[config.mk]
export PLATFORM = sky130hd
export DESIGN_NAME = iicmb_wb_sequencer_flat
export DESIGN_NICKNAME = d
export VERILOG_FILES = /design/src/rtl/iicmb_wb_sequencer_if.sv /design/src/rtl/iicmb_wb_sequencer.sv /design/src/flat_wrapper.sv
export SDC_FILE = /design/constraint.sdc
export NUM_CORES = 1
export LEC_CHECK = 0
export ABC_CLOCK_PERIOD_IN_PS = 1700
export BUFFER_PORTS_ARGS = -buffer_cell sky130_fd_sc_hd__buf_2
export CAP_MARGIN = 40
export CORE_UTILIZATION = 45
export CTS_BUF_LIST = sky130_fd_sc_hd__clkbuf_4 sky130_fd_sc_hd__clkbuf_8
export CTS_CLUSTER_SIZE = 40
export DETAILED_ROUTE_END_ITERATION = 8
export HOLD_SLACK_MARGIN = 0.1
export PLACE_DENSITY = 0.68
export SLEW_MARGIN = 20
export SYNTH_ARGS = -nofsm -noshare
export SYNTH_HDL_FRONTEND = slang
export SYNTH_SLANG_ARGS = --single-unit
[constraint.sdc]
create_clock -name clk_i -period 1.7 [get_ports clk_i]
set_input_delay 0.255 -clock clk_i [delete_from_list [all_inputs] [get_ports clk_i]]
set_output_delay 0.255 -clock clk_i [all_outputs]
set_load 0.01 [all_outputs]
[src/rtl/iicmb_wb_sequencer_if.sv]
// rtl/iicmb_wb_sequencer_if.sv - Wishbone link between the sequencer and the iicmb_m_wb controller
interface iicmb_wb_sequencer_if #(
    parameter int WB_ADDR_WIDTH = 2,
    parameter int WB_DATA_WIDTH = 8
);
    logic                     cyc_o;
    logic                     stb_o;
    logic                     we_o;
    logic [WB_ADDR_WIDTH-1:0] adr_o;
    logic [WB_DATA_WIDTH-1:0] dat_o;
    logic [WB_DATA_WIDTH-1:0] dat_i;
    logic                     ack_i;
    logic                     irq_i;

    modport master (
        output cyc_o, stb_o, we_o, adr_o, dat_o,
        input  dat_i, ack_i, irq_i
    );

    modport slave (
        input  cyc_o, stb_o, we_o, adr_o, dat_o,
        output dat_i, ack_i, irq_i
    );
endinterface

[src/rtl/iicmb_wb_sequencer.sv]
// rtl/iicmb_wb_sequencer.sv - Wishbone master expanding I2C transaction requests into iicmb_m_wb commands
module iicmb_wb_sequencer #(
    parameter int WB_ADDR_WIDTH  = 2,
    parameter int WB_DATA_WIDTH  = 8,
    parameter int LEN_WIDTH      = 8,
    parameter int TIMEOUT_CYCLES = 2000000
) (
    input  logic                 clk_i,
    input  logic                 rst_i,
    iicmb_wb_sequencer_if.master wb,
    input  logic                 req_valid,
    output logic                 req_ready,
    input  logic                 req_rnw,
    input  logic [3:0]           req_bus,
    input  logic [6:0]           req_addr,
    input  logic [LEN_WIDTH-1:0] req_len,
    input  logic                 wr_valid,
    output logic                 wr_ready,
    input  logic [7:0]           wr_data,
    output logic                 rd_valid,
    input  logic                 rd_ready,
    output logic [7:0]           rd_data,
    output logic                 done,
    output logic [1:0]           status
);
    localparam int TW = $clog2(TIMEOUT_CYCLES + 1);

    localparam logic [3:0] S_INIT     = 4'd0;
    localparam logic [3:0] S_IDLE     = 4'd1;
    localparam logic [3:0] S_BUS_DPR  = 4'd2;
    localparam logic [3:0] S_CMD_WR   = 4'd3;
    localparam logic [3:0] S_CMD_WAIT = 4'd4;
    localparam logic [3:0] S_CMD_RD   = 4'd5;
    localparam logic [3:0] S_ADDR_DPR = 4'd6;
    localparam logic [3:0] S_WR_WAIT  = 4'd7;
    localparam logic [3:0] S_WR_DPR   = 4'd8;
    localparam logic [3:0] S_RD_DPR   = 4'd9;
    localparam logic [3:0] S_RD_OUT   = 4'd10;
    localparam logic [3:0] S_DONE     = 4'd11;

    localparam logic [2:0] C_WRITE    = 3'b001;
    localparam logic [2:0] C_READ_ACK = 3'b010;
    localparam logic [2:0] C_READ_NAK = 3'b011;
    localparam logic [2:0] C_START    = 3'b100;
    localparam logic [2:0] C_STOP     = 3'b101;
    localparam logic [2:0] C_SET_BUS  = 3'b110;

    localparam logic [WB_ADDR_WIDTH-1:0] ADR_CSR  = WB_ADDR_WIDTH'(0);
    localparam logic [WB_ADDR_WIDTH-1:0] ADR_DPR  = WB_ADDR_WIDTH'(1);
    localparam logic [WB_ADDR_WIDTH-1:0] ADR_CMDR = WB_ADDR_WIDTH'(2);

    logic [3:0]               state;
    logic [2:0]               cmd;
    logic [3:0]               bus;
    logic [6:0]               addr;
    logic                     rnw;
    logic [LEN_WIDTH-1:0]     remaining;
    logic [7:0]               wbyte;
    logic [1:0]               pend_status;
    logic [1:0]               status_q;
    logic [7:0]               rd_data_q;
    logic                     rd_valid_q;
    logic                     wr_ready_q;
    logic [TW-1:0]            tcount;
    logic                     cyc;
    logic                     we;
    logic [WB_ADDR_WIDTH-1:0] adr;
    logic [WB_DATA_WIDTH-1:0] dat;

    logic                     acc_en;
    logic                     acc_we;
    logic [WB_ADDR_WIDTH-1:0] acc_adr;
    logic [WB_DATA_WIDTH-1:0] acc_dat;
    logic                     acc_done;
    logic                     st_nak;
    logic                     st_al;
    logic                     st_err;

    // Each access state describes the single Wishbone transfer it needs.
    always_comb begin
        acc_en  = 1'b1;
        acc_we  = 1'b1;
        acc_adr = ADR_DPR;
        acc_dat = '0;
        case (state)
            S_INIT:     begin acc_adr = ADR_CSR; acc_dat = WB_DATA_WIDTH'(8'hC0); end
            S_BUS_DPR:  acc_dat = WB_DATA_WIDTH'({4'b0000, bus});
            S_ADDR_DPR: acc_dat = WB_DATA_WIDTH'({addr, rnw});
            S_WR_DPR:   acc_dat = WB_DATA_WIDTH'(wbyte);
            S_RD_DPR:   acc_we  = 1'b0;
            S_CMD_WR:   begin acc_adr = ADR_CMDR; acc_dat = WB_DATA_WIDTH'({5'b00000, cmd}); end
            S_CMD_RD:   begin acc_adr = ADR_CMDR; acc_we = 1'b0; end
            default:    acc_en  = 1'b0;
        endcase
    end

    assign acc_done = cyc && wb.ack_i;
    assign st_nak   = wb.dat_i[6];
    assign st_al    = wb.dat_i[5];
    assign st_err   = wb.dat_i[4];

    always_ff @(posedge clk_i) begin
        if (!rst_i) begin
            state       <= S_INIT;
            cmd         <= 3'b000;
            bus         <= 4'h0;
            addr        <= 7'h00;
            rnw         <= 1'b0;
            remaining   <= '0;
            wbyte       <= 8'h00;
            pend_status <= 2'd0;
            status_q    <= 2'd0;
            rd_data_q   <= 8'h00;
            rd_valid_q  <= 1'b0;
            wr_ready_q  <= 1'b0;
            tcount      <= '0;
            cyc         <= 1'b0;
            we          <= 1'b0;
            adr         <= '0;
            dat         <= '0;
        end else begin
            if (cyc) begin
                if (wb.ack_i) begin
                    cyc <= 1'b0;
                    we  <= 1'b0;
                    adr <= '0;
                    dat <= '0;
                end
            end else if (acc_en) begin
                cyc <= 1'b1;
                we  <= acc_we;
                adr <= acc_adr;
                dat <= acc_dat;
            end

            case (state)
                S_INIT: if (acc_done) state <= S_IDLE;
                S_IDLE: if (req_valid) begin
                    rnw         <= req_rnw;
                    bus         <= req_bus;
                    addr        <= req_addr;
                    remaining   <= req_len;
                    pend_status <= 2'd0;
                    state       <= S_BUS_DPR;
                end
                S_BUS_DPR: if (acc_done) begin
                    cmd   <= C_SET_BUS;
                    state <= S_CMD_WR;
                end
                // irq is only looked at once the CMDR write has been acked.
                S_CMD_WR: if (acc_done) begin
                    tcount <= '0;
                    state  <= S_CMD_WAIT;
                end
                S_CMD_WAIT: begin
                    if (wb.irq_i) begin
                        state <= S_CMD_RD;
                    end else if (tcount >= TW'(TIMEOUT_CYCLES - 1)) begin
                        status_q <= 2'd3;
                        state    <= S_DONE;
                    end else begin
                        tcount <= tcount + TW'(1);
                    end
                end
                S_CMD_RD: if (acc_done) begin
                    if (st_al) begin
                        status_q <= 2'd2;
                        state    <= S_DONE;
                    end else if (st_err) begin
                        status_q <= 2'd3;
                        state    <= S_DONE;
                    end else if (st_nak && cmd != C_STOP) begin
                        pend_status <= 2'd1;
                        cmd         <= C_STOP;
                        state       <= S_CMD_WR;
                    end else begin
                        case (cmd)
                            C_SET_BUS: begin cmd <= C_START; state <= S_CMD_WR; end
                            C_START:   state <= S_ADDR_DPR;
                            C_WRITE: begin
                                if (remaining == '0) begin
                                    cmd   <= C_STOP;
                                    state <= S_CMD_WR;
                                end else if (rnw) begin
                                    cmd   <= (remaining == LEN_WIDTH'(1)) ? C_READ_NAK : C_READ_ACK;
                                    state <= S_CMD_WR;
                                end else begin
                                    state <= S_WR_WAIT;
                                end
                            end
                            C_READ_ACK, C_READ_NAK: state <= S_RD_DPR;
                            default: begin
                                status_q <= pend_status;
                                state    <= S_DONE;
                            end
                        endcase
                    end
                end
                S_ADDR_DPR: if (acc_done) begin
                    cmd   <= C_WRITE;
                    state <= S_CMD_WR;
                end
                // The byte transfers on the single cycle wr_ready is high.
                S_WR_WAIT: begin
                    if (wr_ready_q) begin
                        wr_ready_q <= 1'b0;
                        wbyte      <= wr_data;
                        remaining  <= remaining - LEN_WIDTH'(1);
                        state      <= S_WR_DPR;
                    end else if (wr_valid) begin
                        wr_ready_q <= 1'b1;
                    end
                end
                S_WR_DPR: if (acc_done) begin
                    cmd   <= C_WRITE;
                    state <= S_CMD_WR;
                end
                S_RD_DPR: if (acc_done) begin
                    rd_data_q  <= wb.dat_i[7:0];
                    rd_valid_q <= 1'b1;
                    state      <= S_RD_OUT;
                end
                S_RD_OUT: if (rd_ready) begin
                    rd_valid_q <= 1'b0;
                    remaining  <= remaining - LEN_WIDTH'(1);
                    if (remaining == LEN_WIDTH'(1)) begin
                        cmd <= C_STOP;
                    end else begin
                        cmd <= (remaining == LEN_WIDTH'(2)) ? C_READ_NAK : C_READ_ACK;
                    end
                    state <= S_CMD_WR;
                end
                S_DONE:  state <= S_IDLE;
                default: state <= S_INIT;
            endcase
        end
    end

    assign wb.cyc_o  = cyc;
    assign wb.stb_o  = cyc;
    assign wb.we_o   = we;
    assign wb.adr_o  = adr;
    assign wb.dat_o  = dat;
    assign req_ready = (state == S_IDLE);
    assign done      = (state == S_DONE);
    assign status    = status_q;
    assign wr_ready  = wr_ready_q;
    assign rd_valid  = rd_valid_q;
    assign rd_data   = rd_data_q;
endmodule

[src/flat_wrapper.sv]
// flat-port wrapper written by rule: the top's interface ports become plain ports
module iicmb_wb_sequencer_flat 
#(
    parameter int WB_ADDR_WIDTH  = 2,
    parameter int WB_DATA_WIDTH  = 8,
    parameter int LEN_WIDTH      = 8,
    parameter int TIMEOUT_CYCLES = 2000000
)
  (clk_i, rst_i, req_valid, req_ready, req_rnw, req_bus, req_addr, req_len, wr_valid, wr_ready, wr_data, rd_valid, rd_ready, rd_data, done, status, wb_cyc_o, wb_stb_o, wb_we_o, wb_adr_o, wb_dat_o, wb_dat_i, wb_ack_i, wb_irq_i);
  iicmb_wb_sequencer_if #(.WB_ADDR_WIDTH(WB_ADDR_WIDTH), .WB_DATA_WIDTH(WB_DATA_WIDTH)) wb_i ();
  input  logic clk_i;
  input  logic rst_i;
  input  logic req_valid;
  output logic req_ready;
  input  logic req_rnw;
  input  logic [3:0] req_bus;
  input  logic [6:0] req_addr;
  input  logic [LEN_WIDTH-1:0] req_len;
  input  logic wr_valid;
  output logic wr_ready;
  input  logic [7:0] wr_data;
  output logic rd_valid;
  input  logic rd_ready;
  output logic [7:0] rd_data;
  output logic done;
  output logic [1:0] status;
  output wire logic [$bits(wb_i.cyc_o)-1:0] wb_cyc_o;
  output wire logic [$bits(wb_i.stb_o)-1:0] wb_stb_o;
  output wire logic [$bits(wb_i.we_o)-1:0] wb_we_o;
  output wire logic [$bits(wb_i.adr_o)-1:0] wb_adr_o;
  output wire logic [$bits(wb_i.dat_o)-1:0] wb_dat_o;
  input wire logic [$bits(wb_i.dat_i)-1:0] wb_dat_i;
  input wire logic [$bits(wb_i.ack_i)-1:0] wb_ack_i;
  input wire logic [$bits(wb_i.irq_i)-1:0] wb_irq_i;
  assign wb_cyc_o = wb_i.cyc_o;
  assign wb_stb_o = wb_i.stb_o;
  assign wb_we_o = wb_i.we_o;
  assign wb_adr_o = wb_i.adr_o;
  assign wb_dat_o = wb_i.dat_o;
  assign wb_i.dat_i = wb_dat_i;
  assign wb_i.ack_i = wb_ack_i;
  assign wb_i.irq_i = wb_irq_i;
  iicmb_wb_sequencer #(.WB_ADDR_WIDTH(WB_ADDR_WIDTH), .WB_DATA_WIDTH(WB_DATA_WIDTH), .LEN_WIDTH(LEN_WIDTH), .TIMEOUT_CYCLES(TIMEOUT_CYCLES)) u_core (.clk_i(clk_i), .rst_i(rst_i), .wb(wb_i), .req_valid(req_valid), .req_ready(req_ready), .req_rnw(req_rnw), .req_bus(req_bus), .req_addr(req_addr), .req_len(req_len), .wr_valid(wr_valid), .wr_ready(wr_ready), .wr_data(wr_data), .rd_valid(rd_valid), .rd_ready(rd_ready), .rd_data(rd_data), .done(done), .status(status));
endmodule
==> impl_metrics.ini, run 1 <==
[grt]
track_usage = 0.2634
grt_pass1_vias = 4508
grt_max_degree = 34
grt_pass1_wl_um = 21160
overflow = 0
antenna_found_initial = 0

[logic_synthesis]
ys_types = 72
yosysTopAreaCell = dfxtp_1
synth_edf_count = 0
synth_top_cell_area_share = 0.3665
async_reset_ff_frac = 0
synthTopCellsByArea = dfxtp_1, nor2_1, mux2i_1, nand2_1, a21oi_1
synth_common_cells = nor2_1, dfxtp_1, nand2_1
yosys_most_used_dff = dfxtp_1
syn_area_um2 = 4424
ys_warn_count = 0
ys_seq_area_frac = 0.3665
synth_nets = 597
syn_avg_cell_area_um2 = 8.044
postSynthCellCount = 550
yosysMostFrequentCell = nor2_1
ys_ff_latch = 81

[cells_and_area]
area_growth_pct = 47.82
utilization = 0.6979
n_antenna_cell = 0
drive_above_1_share = 0.4249
nNetsFinal = 774

[min_path]
min_path_type = in2reg

[sta]
setup_viol = 32
hold_viol = 0
timing.slew.headroom = 0.7356
fin_crit_sh = 1.074
worst_clock_skew_ns = 0.02129
report.final.slew_viol_count = 0
setup_slack_ns = -0.1262
fmax_mhz = 547.6
fin_setup_tns_ns = -1.996
fin_crit_ns = 1.826
rsz0062_at_grt = yes
max_slew.worst_pin.slew_ns = 0.3911

[floorplan]
initial_utilization = 0.4721
core-area_um2 = 9371
io_pins = 70
row_count = 35
die_w_um = 101.2
die_area_um2 = 10230
die_y_um = 101.2

[place]
place_congestion = 0.9925
detailedPlace.worstSlack_ns = -0.1826
port_buffers = 69
hpwl_um = 9354

[setup_path]
path_max_fanout = 6
startpoint_type = register
end_kind = register
max_stage_delay_ns = 0.37
path_class = reg2reg
cp_slowest_cell = dfxtp_4
crit_chain = buf_6 > nand3b_1 > o32a_4 > nor2_8 > nand2_4 > o31ai_4 > buf_4 > o21bai_1
cp_data_required_time_ns = 1.94
cp.arrival_ns = 2.07

[clock_network]
cts_tree = built
clk_latency_ns = 0.36
cts-root-buf = clkbuf_8
htree_levels = 3
hold_buffers = 0
clockBufferDepth = 2
cts_inserted_buffers = 9
path_clk_slew_ns = 0.10
cts_sinks = 81

[job]
cap_viol_max_count = 0

[route]
vias = 4805
ant_nets = 0
drc = 0
first_iter_violations = 257
avgRoutedWirePerCell_um = 16.60
drt-total-wl_um = 14290
avgViaCountPerCell = 5.581
dr.pass1.iters = 5

[pwr]
p_leak_uw = 0.002765
power_density_nw_per_um2 = 904.4
peakVddDrop_v = 0.0005678

[status]
outcome = finished, violations left
violations = setup timing
==> metrics by stage <==
stage,hold WS [ns],cells,total power (µW),cell area (µm²)
final,0.1238,861,5915,6540
after global routing,0.1180,861,6181,6540
after CTS,0.1152,846,5455,6062
after detailed placement,0.4480,820,3860,5622
after global placement,0.4427,820,3832,5622
after floorplan,0.3910,550,3150,4441
==> sequential cells by signal, summed over array words and instances, names as in the netlist <==
| name | count |
|---|---|
| u_core.cmd | 3 |
| u_core.remaining | 8 |
| u_core.status | 2 |
| u_core.bus | 4 |
| u_core.tcount | 21 |
| u_core.pend_status | 1 |
| u_core.rnw | 1 |
| u_core.state | 4 |
| u_core.rd_data | 8 |
| u_core.wb.cyc_o | 1 |
| u_core.wr_ready | 1 |
| u_core.rd_valid | 1 |
| u_core.wbyte | 8 |
| u_core.wb.adr_o | 2 |
| u_core.wb.we_o | 1 |
| u_core.addr | 7 |
| u_core.wb.dat_o | 8 |
==> power by group <==
group,total [µW],switching [µW],leakage (µW),internal [µW]
registers,2120,104,0.000661,2020
clock network,1470,778,0.000105,695
logic,2320,1230,0.00200,1080
==> cells in the final DEF, fill, tap and decap left out, types with 5 or more instances in the layout <==
cell type / instances
a211oi_1: 7
a21oi_1: 35
a22oi_1: 6
buf_12: 5
buf_2: 67
buf_4: 111
buf_6: 18
clkbuf_8: 9
dfxtp_1: 70
dfxtp_2: 8
inv_1: 10
mux2i_1: 23
nand2_1: 56
nand3_1: 22
nand3b_1: 5
nand4_1: 9
nor2_1: 76
nor2b_1: 5
nor3_1: 9
o21ai_0: 17
o21ai_1: 7
xor2_1: 18
==> routing by layer <==
metal,up-vias,global-route usage,part of all wire
li1,2303,-,-
met5,-,0,0
met2,190,0.4338,0.49
met4,0,0.1093,0.026
met1,2279,0.3383,0.44
met3,33,0.05038,0.053
==> final timing paths <==
kind | from | endpoint | slack, ns | cells after the start
setup / recovery | u_core.state[2] | u_core.state[0] | -0.13 | 8
setup reg to reg | u_core.state[2] | u_core.state[0] | -0.13 | 8
hold reg to reg | u_core.bus[2] | u_core.bus[2] | 0.46 | 2
hold / removal | wr_data[7] | u_core.wbyte[7] | 0.12 | 3
==> cell type report <==
type                            instances  area, µm²
Timing Repair Buffer                  203       1501
Tap cell                              129      161.4
Clock buffer                            9      123.9
Sequential cell                        81       1643
Fill cell                             734       2831
Multi-Input combinational cell        422       2998
Clock inverter                          7      75.07
Inverter                               10      37.54
==> critical path: cells and delay by family (launching register included) <==
kind,cells,cell delay (ns)
AO/OA/AOI/OAI,3,0.63
buffers and inverters,2,0.31
flip-flops,1,0.37
AND/OR/NAND/NOR,3,0.39
==> logic make-up (layout without fill, tap and decap cells) <==
| family | after synthesis | after routing | synth area share |
|---|---|---|---|
| compound gates | 125 | 126 | 0.1974 |
| fa+ha+maj | 4 | 4 | 0.01131 |
| simple gates | 250 | 250 | 0.2817 |
| buf+inv | 48 | 229 | 0.05317 |
| xor+xnor | 18 | 18 | 0.03563 |
| mux | 24 | 24 | 0.05430 |
| flops | 81 | 81 | 0.3665 |
==> repair_timing <==
item,in CTS,in global routing
setup buffers,10,18
endpoints found under the hold margin,0,0
pin swaps,13,33
gates resized for setup,42,87
endpoints found under the setup margin,57,58
cloned,1,0
(Power assumes the default switching activity.)
==> run 2, diff against run 1 <==
--- a/config.mk
+++ b/config.mk
@@ -5,7 +5,7 @@
 export SDC_FILE = /design/constraint.sdc
 export NUM_CORES = 1
 export LEC_CHECK = 0
-export ABC_CLOCK_PERIOD_IN_PS = 1700
+export ABC_CLOCK_PERIOD_IN_PS = 1550
 export BUFFER_PORTS_ARGS = -buffer_cell sky130_fd_sc_hd__buf_2
 export CAP_MARGIN = 40
 export CORE_UTILIZATION = 45
==> constraint.sdc (replaced) <==
create_clock -name clk_i -period 1.55 [get_ports clk_i]
set_input_delay 0.2325 -clock clk_i [delete_from_list [all_inputs] [get_ports clk_i]]
set_output_delay 0.2325 -clock clk_i [all_outputs]
set_load 0.01 [all_outputs]
==> impl_metrics.ini, run 2 (synthesis gave the netlist of run 1 again) <==
[sta]
timing.slew.headroom = 0.7532
setup_slack_ns = -0.3358
hold_viol = 0
fin_setup_tns_ns = -10.34
fmax_mhz = 530.3
rsz0062_at_grt = yes
fin_crit_sh = 1.217
worst_clock_skew_ns = 0.02089
setup_viol = 60
report.final.slew_viol_count = 0
fin_crit_ns = 1.886
max_slew.worst_pin.slew_ns = 0.3609

[clock_network]
cts-root-buf = clkbuf_8
htree_levels = 3
path_clk_slew_ns = 0.10
clockBufferDepth = 2
cts_tree = built
clk_latency_ns = 0.37
cts_inserted_buffers = 9
cts_sinks = 81

[cells_and_area]
nNetsFinal = 796
fillers = 690
final_cell_mix = buf_4, nor2_1, dfxtp_1
top_register = u_core.tcount
n_antenna_cell = 0
area_growth_pct = 55.43
multi_input_area_um2 = 3074
seq_area_um2 = 1643
final_common_cell = buf_4
largest_register_ff_count = 21
drive_above_1_share = 0.4403

[setup_path]
path_class = reg2reg
path_max_fanout = 4
end_kind = register
cp_data_required_time_ns = 1.82
cp_top_family = compound AO/OA/AOI/OAI gates
crit_chain = ha_4 > o2111a_1 > o211ai_4 > nand2_4 > o31ai_4 > mux2i_1
startpoint_type = register
path_buf_inv = 0
max_stage_delay_ns = 0.36
cp.arrival_ns = 2.16
cp_slowest_cell = dfxtp_2
cp.depth = 6
r2r_cells = 6

[job]
cap_viol_max_count = 0

[floorplan]
die_w_um = 101.2
initial_utilization = 0.4721
die_area_um2 = 10230
core-area_um2 = 9371
io_pins = 70
row_count = 35
die_y_um = 101.2

[place]
hpwl_um = 9603
port_buffers = 69
place_congestion = 0.9159

[route]
avgViaCountPerCell = 5.575
ant_nets = 0
drc = 0
first_iter_violations = 268
avgRoutedWirePerCell_um = 16.61
drt-total-wl_um = 14670
vias = 4923
dr.pass1.iters = 7

[pwr]
total_power_uw = 6728
peakVddDrop_v = 0.0005533
p_leak_uw = 0.002889
power_density_nw_per_um2 = 978.4

[min_path]
hold_depth = 3
min_path_type = in2reg

[status]
violations = setup timing
outcome = finished, violations left

[grt]
antenna_found_initial = 0
grt_pass1_wl_um = 21920
grt_max_degree = 30
grt_pass1_vias = 4617
track_usage = 0.2716
overflow = 0
-- run 2: changes by cell type in the layout (fill, tap and decap cells not counted), sizes merged --
cell	previous run	this run
buf	203	218
inv	14	10
clkinvlp	0	1
clkbuf	9	11
a21boi	2	1
clkinv	2	4
dlygate4sd3	0	7
-- run 2: worst reg2reg max path: stages, from the launching register on --
cell	delay, ns
dfxtp_2	0.36
ha_4	0.17
o2111a_1	0.26
o211ai_4	0.29
nand2_4	0.10
o31ai_4	0.32
mux2i_1	0.31
-- run 2: path summary, 6_finish.rpt --
kind | start | to | slack (ns)
worst max register to register | u_core.tcount[0] | u_core.state[2] | -0.34
worst min register to register | u_core.rd_valid | u_core.rd_valid | 0.47
worst max-delay path | u_core.tcount[0] | u_core.state[2] | -0.34
worst min-delay path | wb_dat_i[7] | u_core.rd_data[7] | 0.1
-- run 2: where the power goes --
part	switching (µW)	leakage, µW	total [µW]	internal, µW
Sequential	111	0.000660	2330	2220
Combinational	1500	0.00213	2800	1300
Clock	828	0.0000999	1600	768
-- run 2: routing by layer --
| metal | vias up | track usage | wire [µm] |
|---|---|---|---|
| met2 | 190 | 0.4731 | 7187 |
| met4 | 0 | 0.05686 | 244 |
| li1 | 2350 | - | - |
| met3 | 22 | 0.04555 | 808 |
| met5 | - | 0 | 0 |
| met1 | 2361 | 0.3534 | 6425 |
-- run 2: layout make-up --
type                            instances  area share
Clock inverter                          6     0.01001
Multi-Input combinational cell        421      0.4471
Sequential cell                        81      0.2389
Tap cell                              129     0.02347
Clock buffer                           10     0.01910
Timing Repair Buffer                  226      0.2560
Inverter                               10    0.005459
-- run 2: per-stage QoR --
| stage | utilization | std cells | setup slack (ns) | hold slack, ns | instance area (µm²) |
|---|---|---|---|---|---|
| after floorplan | - | 550 | -0.2101 | 0.3685 | 4507 |
| after global placement | 0.6167 | 837 | -0.3085 | 0.4417 | 5779 |
| after detailed placement | 0.6167 | 837 | -0.3705 | 0.4559 | 5779 |
| after CTS | 0.6917 | 868 | -0.2397 | 0.1001 | 6482 |
| after global routing | 0.7338 | 883 | -0.3671 | 0.09851 | 6877 |
| final | 0.7338 | 883 | -0.3358 | 0.09641 | 6877 |
-- run 2: timing repair --
item                       4_1_cts  5_1_grt
setup buffers                    9       16
resized for setup               92       59
hold endpoints to repair         4        3
setup endpoints to repair       69       68
hold buffers                     4        3
gates cloned                     2        1
pin swaps                       31       48
